File: config.mk
export PLATFORM = sky130hd
export DESIGN_NAME = rr_decode_arbiter
export DESIGN_NICKNAME = d
export VERILOG_FILES = /design/src/rtl/rr_decode_arbiter.sv
export SDC_FILE = /design/constraint.sdc
export NUM_CORES = 1
export LEC_CHECK = 0
export CELL_PAD_IN_SITES_DETAIL_PLACEMENT = 0
export CELL_PAD_IN_SITES_GLOBAL_PLACEMENT = 1
export CORE_MARGIN = 5
export CORE_UTILIZATION = 41
export CTS_CLUSTER_SIZE = 12
export DETAILED_ROUTE_END_ITERATION = 6
export MAX_ROUTING_LAYER = met4
export PLACE_DENSITY = 0.81
export SYNTH_ARGS = -nofsm -noshare
export SYNTH_HDL_FRONTEND = slang
export SYNTH_SLANG_ARGS = --single-unit
File: constraint.sdc
create_clock -name clk -period 15.2 [get_ports clk]
set_input_delay 1.52 -clock clk [delete_from_list [all_inputs] [get_ports clk]]
set_output_delay 1.52 -clock clk [all_outputs]
set_load 0.01 [all_outputs]
File: src/rtl/rr_decode_arbiter.sv
// 16-requester round-robin arbiter with registered index/one-hot grant and a
// hold-time limit that forces rotation when other requesters are waiting.
module rr_decode_arbiter #(
    parameter int unsigned N_REQ    = 16,
    parameter int unsigned IDX_W    = 4,
    parameter int unsigned MAX_HOLD = 8
) (
    input  logic             clk,
    input  logic             rst_n,
    input  logic             En,
    input  logic [N_REQ-1:0] req,
    output logic [N_REQ-1:0] gnt,
    output logic [IDX_W-1:0] gnt_idx,
    output logic             gnt_valid,
    output logic             preempt
);

    localparam int unsigned HoldW = (MAX_HOLD > 0) ? $clog2(MAX_HOLD + 1) : 1;
    localparam logic [HoldW-1:0] HoldLast = HoldW'(MAX_HOLD - 1);

    typedef enum logic [0:0] {StIdle, StGrant} state_e;

    state_e             state_q, state_d;
    logic [IDX_W-1:0]   idx_q, idx_d;
    logic [IDX_W-1:0]   ptr_q, ptr_d;
    logic [HoldW-1:0]   hold_q, hold_d;
    logic               valid_q, valid_d;
    logic               pre_q, pre_d;
    logic [N_REQ-1:0]   gnt_q, gnt_d;
    logic [IDX_W:0]     win, win_x;
    logic [N_REQ-1:0]   own;

    // Returns {found, index}; descending overwrite leaves the first hit from start.
    function automatic logic [IDX_W:0] search(input logic [N_REQ-1:0] r,
                                              input logic [IDX_W-1:0] start);
        logic [IDX_W:0]   res;
        logic [IDX_W-1:0] idx;
        res = '0;
        for (int i = N_REQ - 1; i >= 0; i--) begin
            idx = start + IDX_W'(i);
            if (r[idx]) res = {1'b1, idx};
        end
        return res;
    endfunction

    always_comb begin
        own   = '0;
        own[idx_q] = 1'b1;
        win   = search(req, ptr_q);
        win_x = search(req & ~own, ptr_q);

        state_d = state_q;
        idx_d   = idx_q;
        valid_d = valid_q;
        ptr_d   = ptr_q;
        hold_d  = hold_q;
        pre_d   = 1'b0;

        unique case (state_q)
            StIdle: begin
                valid_d = 1'b0;
                if (En && win[IDX_W]) begin
                    idx_d   = win[IDX_W-1:0];
                    valid_d = 1'b1;
                    ptr_d   = win[IDX_W-1:0] + IDX_W'(1);
                    hold_d  = '0;
                    state_d = StGrant;
                end
            end
            StGrant: begin
                if (!req[idx_q]) begin
                    // Release takes priority over a coincident timeout.
                    if (En && win[IDX_W]) begin
                        idx_d  = win[IDX_W-1:0];
                        ptr_d  = win[IDX_W-1:0] + IDX_W'(1);
                        hold_d = '0;
                    end else begin
                        valid_d = 1'b0;
                        hold_d  = '0;
                        state_d = StIdle;
                    end
                end else if (MAX_HOLD != 0 && hold_q == HoldLast) begin
                    if (En && win_x[IDX_W]) begin
                        idx_d  = win_x[IDX_W-1:0];
                        ptr_d  = win_x[IDX_W-1:0] + IDX_W'(1);
                        pre_d  = 1'b1;
                    end
                    hold_d = '0;
                end else if (hold_q != HoldLast) begin
                    hold_d = hold_q + HoldW'(1);
                end
            end
            default: state_d = StIdle;
        endcase

        gnt_d = '0;
        if (valid_d) gnt_d[idx_d] = 1'b1;
    end

    always_ff @(posedge clk or negedge rst_n) begin
        if (!rst_n) begin
            state_q <= StIdle;
            idx_q   <= '0;
            ptr_q   <= '0;
            hold_q  <= '0;
            valid_q <= 1'b0;
            pre_q   <= 1'b0;
            gnt_q   <= '0;
        end else begin
            state_q <= state_d;
            idx_q   <= idx_d;
            ptr_q   <= ptr_d;
            hold_q  <= hold_d;
            valid_q <= valid_d;
            pre_q   <= pre_d;
            gnt_q   <= gnt_d;
        end
    end

    assign gnt       = gnt_q;
    assign gnt_idx   = idx_q;
    assign gnt_valid = valid_q;
    assign preempt   = pre_q;

endmodule

==> metrics <==
Initial Utilization 41.8%; global-route wire length before repair 45700 um; Slew Limit Fails 0; Die Y-Extent 143 um; DR DRC count 0; hold_ws between 400 and 500 ps; hold_buf cts 0; delay-heaviest family, CP buffers and inverters; top post-synthesis cells by area mux4_2, dfrtp_1, mux2i_1; chip width 143 um; Die Area 0.0205 mm^2; vias post-DR 8311; Max Cap Violations 0; Final Skew 2.53 ps; synthesis-to-layout area growth 9.75%; Primary FF master, synth dfrtp_1; outcome finished clean; Fin. Hold Viols 0; drt initial violations about 1200; clock root buffer master clkbuf_16; Crit-path slowest cell mux4_2; WP data required 15410 ps; gr busiest metal met2; Cell Chain, Critical Path buf_4, inv_2, ha_2, buf_4, inv_1, o32ai_1, mux2i_1, mux4_2, and3_1, o41ai_1, a21bo_2, o21ai_1, a221oi_2, inv_2, nand3_1, nor2_1; Routed Antenna Nets 0; most used cells in the layout excluding fill and tap cells nand2_1, nor2_1, mux2i_1, mux4_2, clkdlybuf4s50_1; Slew headroom 19.1%; Worst-Margin Slew around 1200 ps; Resized cells post-CTS 0; CTS Sinks 31; CTS tree built; Synth Instances 923; Synth Register Bits 31; HPWL Detailed between 20000 and 25000 um; grt met3 use 4.89%; initial antenna violation count 0; FFs w/ async S/R, synth 100%; Tcrit/Tclk final a little over two fifths; post-synthesis cell type count 91; largest net degree at the start of global routing 75; clock slew seen by the registers of the worst setup and hold paths approximately 50 ps; DRT Wirelength between 30000 and 40000 um; I/O Buffers 40; synthesized net count 951; WS Path Type reg -> reg; sum of negative setup slack 0 ps; number of synthesized flops with an enable pin 0; leading cell type in the layout, fill and taps excluded nand2_1; First-pass DRT Iterations 7; GRT overflow 0; Top Ports 41; min-delay worst type reg -> reg; Max Fclk 0.154 GHz; critical path launch point type register; Crit path buffers/inverters 5; Crit Path Max Fanout 74; Setup-failing EPs final 0; RSZ-0062 raised after global routing no; H-tree depth 2; Worst-Skew Late Latency 270 ps; share of post-route cells with drive strength above 1 ~15%; Syn Area/Cell around 7.9 um^2; post-DR vias/cell 7.30; total track usage slightly below 30%; Clock Path Buffers 2; Core Area 0.0174 mm^2; crit-path max cell delay 670 ps; crit end category register; Critical Path AT 6710 ps; FILL cells 1724; Layout Nets 941; DR WL/cell 26.6 um; n_diodes 0; number of core rows 48; Yosys top cell area share 13.6%; met2 Use GR 44.0%; setup bufs post-CTS 0; cell taking the most area after synthesis mux4_2; crit path time final 6500 ps; Seq/Total Area, Yosys 10.7%; Synth Cell Area 0.00726 mm^2; GP Congestion 0.990; cts bufs inserted 5; met1 Use GR 40.3%; Syn. warnings 0; vias in the first global route between 7000 and 8000
==> Yosys cell counts, types with 21 or more instances <==
cell type and count:
o22ai_1 26, nor3_1 28, inv_1 21, nand3_1 38
clkbuf_1 50, a21oi_1 33, mux4_2 44, nor2_1 61
mux2i_1 48, nand2_1 106, nand2b_1 26, o21ai_0 29
dfrtp_1 31
==> state kept, by name, summed over array words and instances, names as in the netlist <==
name / count
gnt_valid: 1
ptr_q: 4
hold_q: 4
preempt: 1
gnt_idx: 4
state_q: 1
gnt: 16
==> routing by layer <==
layer | vias up | wire length, um | part of all wire, %
li1 | 3641 | - | -
met1 | 3992 | 12600 | 42
met2 | 580 | 13300 | 44
met3 | 98 | 3080 | 10
met4 | 0 | 1300 | 4.3
met5 | - | 0 | 0
==> cell type report <==
cell class	count	area, um^2	share of cell area, %
Timing Repair Buffer	67	603	7.57
Clock buffer	6	139	1.74
Clock inverter	2	35.0	0.440
Tap cell	225	282	3.53
Sequential cell	31	779	9.78
Inverter	26	97.6	1.22
Multi-Input combinational cell	782	6030	75.7
==> stage by stage <==
step           std cells  utilization, %  worst slack, ps  instance area [um^2]
2_1_floorplan        923               -             9800                  7260
3_3_place_gp        1131            44.9             8810                  7800
3_5_place_dp        1131            44.9             8830                  7800
4_1_cts             1139            45.9             8830                  7970
5_1_grt             1139            45.9             8330                  7970
6_report            1139            45.9             8700                  7970
==> cells by family after synthesis <==
kind of cell | Yosys count | synth area share, %
xor+xnor | 19 | 2.29
simple gates | 368 | 26.9
flops | 31 | 10.7
fa+ha+maj | 9 | 1.55
compound gates | 274 | 28.6
buf+inv | 110 | 6.55
mux | 112 | 23.4
==> final timing paths <==
| kind | start | end | slack, ps | cells after the start |
|---|---|---|---|---|
| max | ptr_q[1] | gnt[7] | 8700 | 16 |
| min | hold_q[3] | hold_q[3] | 470 | 1 |
| max reg2reg | ptr_q[1] | gnt[7] | 8700 | 16 |
| min reg2reg | hold_q[3] | hold_q[3] | 470 | 1 |
| max in group asynchronous | rst_n | ptr_q[0] | 13250 | 2 |
| min in group asynchronous | rst_n | ptr_q[1] | 1640 | 2 |
Power is left out: the tool's default activity adds up to more than one toggle a clock period on the data nets, which glitch-free logic cannot reach.
